$ cat config.mk
export PLATFORM = sky130hd
export DESIGN_NAME = pulse_train_gen
export DESIGN_NICKNAME = d
export VERILOG_FILES = /design/src/rtl/pulse_train_gen_pkg.sv /design/src/rtl/pulse_timer.sv /design/src/rtl/pulse_train_gen.sv
export SDC_FILE = /design/constraint.sdc
export NUM_CORES = 1
export LEC_CHECK = 0
export ABC_AREA = 0
export BUFFER_PORTS_ARGS = -buffer_cell sky130_fd_sc_hd__buf_2
export CORE_ASPECT_RATIO = 1.1
export CORE_UTILIZATION = 44
export DETAILED_ROUTE_END_ITERATION = 8
export PLACE_DENSITY = 0.68
export SYNTH_ARGS = -nofsm -noshare
export SYNTH_HDL_FRONTEND = slang
export SYNTH_SLANG_ARGS = --single-unit
$ cat constraint.sdc
create_clock -name i_clk -period 4.5 [get_ports i_clk]
set_input_delay 1.125 -clock i_clk [delete_from_list [all_inputs] [get_ports i_clk]]
set_output_delay 1.125 -clock i_clk [all_outputs]
set_load 0.03 [all_outputs]
$ cat src/rtl/pulse_train_gen_pkg.sv
// Shared definitions for the pulse train generator: FSM state encoding and
// default field widths.
package pulse_train_gen_pkg;

  // Default width of the pulse-count field.
  localparam int DEFAULT_COUNT_W = 8;

  // Default width of the high-time and low-time fields.
  localparam int DEFAULT_TIME_W = 8;

  // Train FSM states; o_data is high exactly in ST_HIGH.
  typedef enum logic [1:0] {
    ST_IDLE = 2'd0,
    ST_HIGH = 2'd1,
    ST_LOW  = 2'd2
  } state_e;

endpackage : pulse_train_gen_pkg

$ cat src/rtl/pulse_timer.sv
// Loadable phase-time down-counter shared by the HIGH and LOW phases.
// A load of zero is clamped to one tick so no phase is ever zero-length.
// o_expire flags the last tick of the current phase.
module pulse_timer
  import pulse_train_gen_pkg::*;
#(
  parameter int TIME_W = DEFAULT_TIME_W
) (
  input  logic              i_clk,
  input  logic              i_reset,
  input  logic              i_ce,
  input  logic              i_load,
  input  logic [TIME_W-1:0] i_load_val,
  input  logic              i_en,
  output logic              o_expire
);

  logic [TIME_W-1:0] cnt_q;
  logic [TIME_W-1:0] cnt_d;

  // Next count: load (clamped) wins over decrement; frozen without a tick.
  always_comb begin
    // NOTE: cnt_d gets its hold value first so every path assigns it and no latch is inferred.
    cnt_d = cnt_q;
    if (i_ce) begin
      if (i_load) begin
        cnt_d = (i_load_val == '0) ? TIME_W'(1) : i_load_val;
      end else if (i_en && (cnt_q != '0)) begin
        // Saturates at zero rather than wrapping.
        cnt_d = cnt_q - TIME_W'(1);
      end
    end
  end

  // Count register with asynchronous reset.
  always_ff @(posedge i_clk or posedge i_reset) begin
    if (i_reset) begin
      // NOTE: non-blocking assignments keep every flop sampling pre-edge values.
      cnt_q <= '0;
    end else begin
      cnt_q <= cnt_d;
    end
  end

  // The phase ends on the tick taken while one tick remains.
  assign o_expire = (cnt_q == TIME_W'(1));

endmodule : pulse_timer

$ cat src/rtl/pulse_train_gen.sv
// Pulse train generator: on start emits i_count pulses, each max(i_high,1)
// ticks high followed by max(i_low,1) ticks low, then strobes o_done.
// Abort and reset truncate the train silently. All outputs are registered.
module pulse_train_gen
  import pulse_train_gen_pkg::*;
#(
  parameter int COUNT_W = DEFAULT_COUNT_W,
  parameter int TIME_W  = DEFAULT_TIME_W
) (
  input  logic               i_clk,
  input  logic               i_reset,
  input  logic               i_ce,
  input  logic               i_start,
  input  logic               i_abort,
  input  logic [COUNT_W-1:0] i_count,
  input  logic [TIME_W-1:0]  i_high,
  input  logic [TIME_W-1:0]  i_low,
  output logic               o_data,
  output logic               o_busy,
  output logic               o_done
);

  state_e             state_q, state_d;
  logic [COUNT_W-1:0] remaining_q, remaining_d;
  logic [TIME_W-1:0]  high_q, high_d;
  logic [TIME_W-1:0]  low_q, low_d;
  logic               data_q, data_d;
  logic               busy_q, busy_d;
  logic               done_q, done_d;

  logic               tmr_load;
  logic [TIME_W-1:0]  tmr_val;
  logic               tmr_en;
  logic               tmr_expire;

  // One timer serves both phases; it is reloaded on every phase entry.
  pulse_timer #(
    .TIME_W (TIME_W)
  ) u_timer (
    .i_clk      (i_clk),
    .i_reset    (i_reset),
    .i_ce       (i_ce),
    .i_load     (tmr_load),
    .i_load_val (tmr_val),
    .i_en       (tmr_en),
    .o_expire   (tmr_expire)
  );

  // Next-state, latch and timer-control logic; everything advances on ticks only.
  always_comb begin
    state_d     = state_q;
    remaining_d = remaining_q;
    high_d      = high_q;
    low_d       = low_q;
    done_d      = 1'b0;   // strobe lasts one i_clk cycle, tick or not
    tmr_load    = 1'b0;
    tmr_val     = high_q;
    tmr_en      = 1'b0;

    if (i_ce) begin
      unique case (state_q)
        ST_IDLE: begin
          // Abort outranks start; in IDLE it simply suppresses the start.
          if (i_start && !i_abort) begin
            if (i_count != '0) begin
              state_d     = ST_HIGH;
              remaining_d = i_count;
              high_d      = i_high;
              low_d       = i_low;
              tmr_load    = 1'b1;
              tmr_val     = i_high;
            end else begin
              // Empty train: complete immediately without a pulse.
              done_d = 1'b1;
            end
          end
        end

        ST_HIGH: begin
          if (i_abort) begin
            state_d     = ST_IDLE;
            remaining_d = '0;
          end else if (tmr_expire) begin
            state_d  = ST_LOW;
            tmr_load = 1'b1;
            tmr_val  = low_q;
          end else begin
            tmr_en = 1'b1;
          end
        end

        ST_LOW: begin
          if (i_abort) begin
            state_d     = ST_IDLE;
            remaining_d = '0;
          end else if (tmr_expire) begin
            if (remaining_q > COUNT_W'(1)) begin
              state_d     = ST_HIGH;
              remaining_d = remaining_q - COUNT_W'(1);
              tmr_load    = 1'b1;
              tmr_val     = high_q;
            end else begin
              state_d     = ST_IDLE;
              remaining_d = '0;
              done_d      = 1'b1;
            end
          end else begin
            tmr_en = 1'b1;
          end
        end

        default: begin
          state_d     = ST_IDLE;
          remaining_d = '0;
        end
      endcase
    end

    // Outputs are registered copies of the decoded next state.
    data_d = (state_d == ST_HIGH);
    busy_d = (state_d != ST_IDLE);
  end

  // State, latches and output registers, all cleared asynchronously.
  always_ff @(posedge i_clk or posedge i_reset) begin
    if (i_reset) begin
      state_q     <= ST_IDLE;
      remaining_q <= '0;
      high_q      <= '0;
      low_q       <= '0;
      data_q      <= 1'b0;
      busy_q      <= 1'b0;
      done_q      <= 1'b0;
    end else begin
      state_q     <= state_d;
      remaining_q <= remaining_d;
      high_q      <= high_d;
      low_q       <= low_d;
      data_q      <= data_d;
      busy_q      <= busy_d;
      done_q      <= done_d;
    end
  end

  assign o_data = data_q;
  assign o_busy = busy_q;
  assign o_done = done_q;

endmodule : pulse_train_gen

Word level (Yosys, flattened, before mapping)
Cells that the tools add are included.
{ "word_totals": {"elab_cells": 78, "out_inout_bits": 3, "regBits": 37, "input_bits": 29} }
{ "classes": {"reduce_logical": 14, "n_addsub": 2, "eq_ne": 8, "mux": 45, "order_cmp": 1} }
{ "op_table": {"columns": ["operator", "count"], "rows": [
  ["$mux 8", 14],
  ["$pmux 8 s3", 1],
  ["$mux 1", 19],
  ["$pmux 8 s2", 1],
  ["$reduce_bool 8->1", 2],
  ["$sub 8x1->8 const B", 2],
  ["$mux 2", 7],
  ["$eq 8x1->1 const B", 1],
  ["$gt 8x1->1 const B", 1],
  ["$logic_not 8->1", 1],
  ["$ne 2x2->1 const B", 3],
  ["$pmux 2 s3", 1],
  ["$reduce_and 5->1", 1],
  ["$eq 2x1->1 const B", 2],
  ["$reduce_and 2->1", 2],
  ["$reduce_and 4->1", 1],
  ["$reduce_bool 2->1", 2],
  ["$ne 3x3->1 const B", 1],
  ["$pmux 1 s3", 1],
  ["$eq 2x2->1 const B", 1],
  ["$logic_and 1x1->1", 2],
  ["$logic_not 2->1", 1],
  ["$pmux 1 s2", 1],
  ["$reduce_or 2->1", 1],
  ["$logic_not 1->1", 1]
]} }

Longest topological paths before layout
Gate-level depths: netlist of the first run.
{ "logic_depth": {"ltp_word": 8, "depth_mapped": 9, "mapped_depth_nobuf": 8} }

By module
A second synthesis of the first run with hierarchy kept.
{ "hier_totals": {"cells_unflattened": 241, "area_unflattened_um2": 2333.5} }
{ "by_module_without_submodules": {"columns": ["mod", "n_inst", "cells_each", "area_each_um2", "seq_area_each_um2"], "rows": [
  ["pulse_train_gen", 1, 173, 1724.2, 725.7],
  ["pulse_timer", 1, 68, 609.3, 200.2]
]} }

Worst setup path after synthesis of the first run
Ideal clock, no wire load.
{ "synth_timing": {"path_type": "input to register", "startpoint": "in i_count[6]", "endpoint": "reg u_timer.cnt_q[0]", "n_path_buf": 1, "setup_ns": 0.103, "slack_ns": 1.654, "stages": 7, "required_time_ns": 4.397, "t_arrival_ns": 2.743, "path_cell_list": "nor4_4 a21oi_2 buf_6 mux2_1 a221oi_1 nand4_1 o41ai_2"} }
{ "synth_via": {"elab_chain_len": 8, "word_cells_on_any_way": 14, "classes_between": "mux (10); reduce/logical (4)"} }
{ "synth_lines": {"columns": ["element", "line_no", "source"], "rows": [
  ["start, declared", "pulse_train_gen.sv:15", "input logic [COUNT_W-1:0] i_count,"],
  ["$reduce_bool 8->1 (*)", "pulse_train_gen.sv:65", "if (i_count != '0) begin"],
  ["$mux 8", "pulse_train_gen.sv:65", null],
  ["$mux 8", "pulse_train_gen.sv:64", "if (i_start && !i_abort) begin"],
  ["$pmux 8 s2", "pulse_train_gen.sv:61", "unique case (state_q)"],
  ["$mux 8", "pulse_train_gen.sv:60", "if (i_ce) begin"],
  ["$logic_not 8->1", "pulse_timer.sv:27", "cnt_d = (i_load_val == '0) ? TIME_W'(1) : i_load_val;"],
  ["$mux 8", "pulse_timer.sv:27", null],
  ["$mux 8", "pulse_timer.sv:26", "if (i_load) begin"],
  ["end signal, assigned", "pulse_timer.sv:41", "cnt_q <= cnt_d;"],
  ["end, declared", "pulse_timer.sv:18", "logic [TIME_W-1:0] cnt_q;"]
]} }
Mark *: on every way between the ends. The rest lies on a longest branch, timed or not.
A chain may end at the register's enable or synchronous reset.

Worst setup path after layout of the first run
{ "layout_timing": {"startpoint": "in i_abort", "endpoint": "reg u_timer.cnt_q[0]"} }
{ "layout_via": {"elab_chain_len": 8, "word_cells_on_any_way": 20, "classes_between": "mux (14); reduce/logical (6)"} }
{ "layout_lines": {"columns": ["element", "line_no", "source"], "rows": [
  ["start, declared", "pulse_train_gen.sv:14", "input logic i_abort,"],
  ["$logic_not 1->1", "pulse_train_gen.sv:64", null],
  ["$logic_and 1x1->1", "pulse_train_gen.sv:64", null],
  ["$mux 8", "pulse_train_gen.sv:64", null],
  ["$pmux 8 s2", "pulse_train_gen.sv:61", null],
  ["$mux 8", "pulse_train_gen.sv:60", null],
  ["$logic_not 8->1", "pulse_timer.sv:27", null],
  ["$mux 8", "pulse_timer.sv:27", null],
  ["$mux 8", "pulse_timer.sv:26", null]
]} }
Several ways; a longest one is shown, not always the timed one.

==> results.py, run 1 <==
metrics = {
    "setup_path": {
        "worst_ep_arrival_time_ns": 3.29,
        "critPathMaxFanout": 11,
        "start_kind": "input port",
        "critPathKind": "input port to flip-flop",
        "reg2reg_slack_ns": 1.59,
        "end_kind": "flip-flop",
        "reg2reg_depth": 8,
        "cp.required_ns": 4.69,
    },
    "synth": {
        "synth_cell_type_count": 51,
        "yosysTopAreaCell": "dfrtp_1",
        "seq_area_frac_synth": 0.400,
        "synth-async-reset-ratio": 1.00,
        "synth_edf_count": 0,
        "syn_inst": 226,
        "syn_area_per_cell_um2": 10.2,
        "yosys_warnings": 0,
        "syn_nets": 263,
        "yosys-top-cells-count": "37 x dfrtp_1, 17 x mux2_2, 16 x nor2_1",
        "syn_area_um2": 2320,
        "yosys-top-cells-area": "dfrtp_1 40%, mux2_2 8.3%, ha_1 4.3%",
        "synthMostInstantiatedCell": "dfrtp_1",
        "synth_flop_cell": "dfrtp_1",
        "yosys_register_bits": 37,
        "yosys.area.top_type_share": 0.400,
    },
    "timing": {
        "min_period_over_period": 0.688,
        "hold_viol": 0,
        "layout_min_cycle_time_ns": 3.10,
        "clock_skew_ns": 0.00927,
        "setup_viol_count_final": 0,
        "tns_ns": 0,
        "slew_headroom": 0.288,
        "rsz0062_at_grt": "false",
        "slew_violations": 0,
        "worst_slack_ns": 1.40,
        "fmax_ghz": 0.323,
        "tightest_slew_ns": 1.06,
    },
    "placed_design": {
        "pre_cts_slack_ns": 1.11,
        "dp_hpwl_mm": 3.74,
        "place_congestion": 0.793,
        "io_buffers": 31,
        "dp.cells": 309,
    },
    "flow_run": {
        "drv_cap": 0,
    },
    "pwr": {
        "pwr-share-clk": 0.174,
        "p_sw_uw": 679,
        "pwr_density_cell_nw_per_um2": 630,
        "power_mw": 1.66,
        "p_int_uw": 980,
        "p_leak_nw": 1.10,
        "swShare": 0.409,
        "vdd_drop_max_uv": 299,
        "seqPwrFrac": 0.392,
        "combPwrFrac": 0.434,
    },
    "detailed_routing": {
        "first_pass_iters": 6,
        "via_per_inst": 5.91,
        "wl_per_cell_um": 15.7,
        "drc": 3,
        "wl_mm": 4.98,
        "vias": 1872,
        "ant_nets": 0,
        "drt_iter0_drc": 127,
    },
    "cts": {
        "cts_root_buffer": "clkbuf_8",
        "cts-resized-gates": 0,
        "cts_max_path_buffers": 2,
        "clock_sink_count": 37,
        "htreeDepth": 2,
        "cts_buffers": 5,
        "postCtsSetupBuffers": 0,
        "tritoncts": "yes",
        "holdBufCountCts": 0,
        "path_clk_slew_ns": 0.07,
        "clock_latency_ns": 0.29,
    },
    "status": {
        "outcome": "finished, violations left",
        "violations": "DRC",
    },
    "global_route": {
        "grt_use_total": 0.208,
        "antenna_found_initial": 0,
        "grt_pass1_wl_mm": 8.97,
        "grt_max_degree": 38,
        "grt_overflow": 0,
        "grt_pass1_vias": 1929,
    },
    "die": {
        "rows": 27,
        "die_x_um": 71.2,
        "pin_count": 32,
        "die-height_um": 78.1,
        "coreArea_um2": 5030,
        "initial_core_util": 0.460,
        "die-area_um2": 5560,
    },
    "finish": {
        "diodes": 0,
        "syn2layout_area_growth_pct": 13.6,
        "fin_nets": 295,
        "drive_gt1_frac": 0.270,
        "fin_cells": 317,
    },
    "worst_hold_path": {
        "hold_class": "flip-flop to flip-flop",
        "holdPathStages": 1,
    },
}
==> cells by family (layout without fill, tap and decap cells) <==
group	Yosys count	count (layout)	synth area share
and+or+nand+nor	73	73	0.200
AOI/OAI and AO/OA	54	54	0.164
DFF	37	37	0.400
muxes	28	28	0.132
buffers and inverters	19	52	0.0346
adders and majority gates	8	8	0.0432
xor gates and xnor gates	7	7	0.0265
==> area by class of cell <==
| class | instances | area, µm² |
|---|---|---|
| clock inverter | 2 | 38.8 |
| multi-input combinational | 170 | 1310 |
| fill | 465 | 2400 |
| sequential | 37 | 926 |
| tap | 58 | 72.6 |
| clock buffer | 6 | 72.6 |
| inverter | 11 | 41.3 |
| timing repair buffer | 33 | 170 |
==> worst max-delay path: stages <==
cell	delay [ns]
buf_2	0.13
nand2b_1	0.15
a21oi_2	0.46
nand2_1	0.43
a31oi_4	0.49
nand4_2	0.16
o41ai_2	0.33
==> power groups by stage <==
stage	Sequential [mW]	Combinational (mW)	Clock (mW)
floorplan	0.632	0.560	0
global placement	0.651	0.704	0
detailed placement	0.657	0.719	0
CTS	0.650	0.723	0.298
global route	0.679	0.808	0.312
finish	0.651	0.720	0.288
==> cells in the final DEF (no fill, tap or decap), drive strengths merged, types with 2 or more instances in the layout <==
cell type / count
ha: 8
mux2: 21
nor3: 6
a32oi: 2
a22oi: 2
a21oi: 16
nor3b: 2
dfrtp: 37
nor2: 16
nand3: 5
nand2: 12
nor4: 10
xor2: 2
o22ai: 4
buf: 33
mux2i: 7
inv: 11
nand2b: 6
a221oi: 4
and3: 4
xnor2: 5
nand4: 4
clkbuf: 6
and2: 2
a211oi: 2
o21ai: 15
==> metrics by stage <==
stage               hold slack, ns  area, µm²   util
CTS                          0.523       2630  0.523
global route                 0.540       2630  0.523
global placement             0.499       2520  0.501
detailed placement           0.505       2520  0.501
floorplan                    0.481       2320      -
finish                       0.516       2630  0.523
==> state kept, by name (all words and copies together), names as in the netlist <==
register,flops
high_q,8
low_q,8
remaining_q,8
u_timer.cnt_q,8
state_q,2
o_busy,1
o_data,1
o_done,1
==> metal layers <==
metal  share of wire  GRT usage  routed length [µm]
met5               0          0                   0
met2            0.51      0.354                2520
met4           0.024      0.100                 119
met3           0.047     0.0436                 234
met1            0.42      0.248                2100
==> final timing paths <==
kind | start | end
worst max-delay path | i_abort | u_timer.cnt_q[0]$_DFFE_PP0P_
worst min-delay path | low_q[3]$_DFFE_PP0P_ | low_q[3]$_DFFE_PP0P_
worst max register to register | state_q[0]$_DFF_PP0_ | u_timer.cnt_q[0]$_DFFE_PP0P_
worst min register to register | low_q[3]$_DFFE_PP0P_ | low_q[3]$_DFFE_PP0P_
max in group asynchronous | i_reset | state_q[0]$_DFF_PP0_
min in group asynchronous | i_reset | remaining_q[2]$_DFFE_PP0P_
Note: power is estimated with default switching activity, not from simulation.
==> run 2: changes to the inputs <==
--- a/config.mk
+++ b/config.mk
@@ -10,7 +10,7 @@
 export CORE_ASPECT_RATIO = 1.1
 export CORE_UTILIZATION = 44
 export DETAILED_ROUTE_END_ITERATION = 8
-export PLACE_DENSITY = 0.68
+export PLACE_DENSITY = 0.7
 export SYNTH_ARGS = -nofsm -noshare
 export SYNTH_HDL_FRONTEND = slang
 export SYNTH_SLANG_ARGS = --single-unit
==> constraint.sdc (replaced) <==
create_clock -name i_clk -period 2.5 [get_ports i_clk]
set_input_delay 0.625 -clock i_clk [delete_from_list [all_inputs] [get_ports i_clk]]
set_output_delay 0.625 -clock i_clk [all_outputs]
set_load 0.03 [all_outputs]
==> results.py, run 2 (synthesis results as in run 1) <==
metrics = {
    "timing": {
        "timing.hold.ws_ns": 0.438,
        "hold_viol": 0,
        "layout_min_cycle_time_ns": 2.29,
        "min_period_over_period": 0.918,
        "slew_violations": 0,
        "tightest_slew_ns": 0.770,
        "rsz0062_at_grt": "false",
        "fmax_ghz": 0.436,
        "clock_skew_ns": 0.0102,
        "setup_viol_count_final": 0,
        "slew_headroom": 0.482,
    },
    "die": {
        "die_x_um": 71.2,
        "pin_count": 32,
        "die-height_um": 78.1,
        "initial_core_util": 0.460,
        "coreArea_um2": 5030,
        "die-area_um2": 5560,
        "rows": 27,
    },
    "detailed_routing": {
        "ant_nets": 0,
        "vias": 1940,
        "drt_iter0_drc": 109,
        "via_per_inst": 5.72,
        "first_pass_iters": 6,
        "wl_mm": 5.31,
        "drc": 0,
        "wl_per_cell_um": 15.7,
    },
    "cts": {
        "htreeDepth": 2,
        "cts_max_path_buffers": 2,
        "clock_sink_count": 37,
        "path_clk_slew_ns": 0.08,
        "cts_buffers": 5,
        "holdBufCountCts": 0,
        "tritoncts": "yes",
        "clock_latency_ns": 0.29,
        "cts_root_buffer": "clkbuf_8",
    },
    "pwr": {
        "pwr_density_cell_nw_per_um2": 1120,
        "p_leak_nw": 1.22,
        "vdd_drop_max_uv": 623,
    },
    "finish": {
        "syn2layout_area_growth_pct": 21.8,
        "fin_nets": 317,
        "fin_cells": 339,
        "final_common_cell": "dfrtp_1",
        "mostFrequentLayoutCells": "37 x dfrtp_1, 31 x buf_2, 23 x buf_4",
        "ff_latch_area_um2": 926,
        "n_fill_cell": 447,
        "diodes": 0,
        "drive_gt1_frac": 0.331,
        "fin_util": 0.561,
        "multi_input_area_um2": 1320,
    },
    "placed_design": {
        "io_buffers": 31,
        "place_congestion": 0.884,
        "dp.cells": 330,
        "dp_hpwl_mm": 3.90,
    },
    "setup_path": {
        "cp.required_ns": 2.69,
        "end_kind": "flip-flop",
        "worst_ep_arrival_time_ns": 2.48,
        "critPathMaxFanout": 6,
        "start_kind": "input port",
        "critPathKind": "input port to flip-flop",
        "reg2reg_depth": 6,
    },
    "global_route": {
        "grt_overflow": 0,
        "grt_pass1_vias": 1913,
        "grt_max_degree": 38,
        "grt_pass1_wl_mm": 8.91,
        "grt_use_total": 0.207,
        "antenna_found_initial": 0,
    },
    "worst_hold_path": {
        "hold_class": "input port to asynchronous set/reset pin",
    },
    "flow_run": {
        "drv_cap": 0,
    },
    "status": {
        "outcome": "completed",
    },
}
==> run 2: area by class of cell <==
type | instances | area share
inverters | 11 | 0.0146
repair buffers | 55 | 0.123
multi-input cells | 170 | 0.469
flip-flops and latches | 37 | 0.328
clock inverters | 2 | 0.0137
clock buffers | 6 | 0.0257
well taps | 58 | 0.0257
==> run 2: critical path, cell delays in order <==
cell      delay (ns)
buf_2           0.12
nor4_4          0.37
a21oi_2         0.19
mux2_1          0.37
a221oi_2        0.32
nand4_1         0.15
o41ai_2         0.34
==> run 2: final timing paths <==
kind                                         startpoint                           end  slack [ns]
max in group asynchronous                       i_reset  u_timer.cnt_q[5]$_DFFE_PP0P_        1.72
setup reg to reg           u_timer.cnt_q[2]$_DFFE_PP0P_  u_timer.cnt_q[0]$_DFFE_PP0P_        0.21
min in group i_clk                 low_q[3]$_DFFE_PP0P_          low_q[3]$_DFFE_PP0P_        0.52
hold reg to reg                    low_q[3]$_DFFE_PP0P_          low_q[3]$_DFFE_PP0P_        0.52
setup / recovery                             i_count[6]  u_timer.cnt_q[0]$_DFFE_PP0P_        0.21
hold / removal                                  i_reset    remaining_q[2]$_DFFE_PP0P_        0.44
==> run 2: per-stage QoR <==
stage	total power, mW	area [µm²]	setup WS [ns]	setup TNS [ns]
floorplan	2.15	2320	0.154	0
global placement	2.57	2690	-0.00530	-0.00530
detailed placement	2.61	2690	-0.0910	-0.0910
CTS	3.14	2800	0.0745	0
global route	3.42	2820	0.00604	0
finish	3.16	2820	0.206	0
==> run 2: what timing repair did <==
item	CTS	global route
buffers inserted	0	1
resized for setup	0	2
endpoints found under the setup margin	0	1
==> run 2: metal layers <==
layer,share of wire,up-vias,global-route usage
li1,-,946,-
met4,0.031,0,0.100
met5,0,-,0
met3,0.039,15,0.0411
met2,0.50,53,0.347
met1,0.43,926,0.253
==> run 2: report_power, final <==
group / internal (mW) / leakage (nW) / switching, mW
clock: 0.299 / 0.0554 / 0.214
combinational: 0.705 / 0.713 / 0.770
sequential: 0.892 / 0.453 / 0.280
total: 1.90 / 1.22 / 1.26
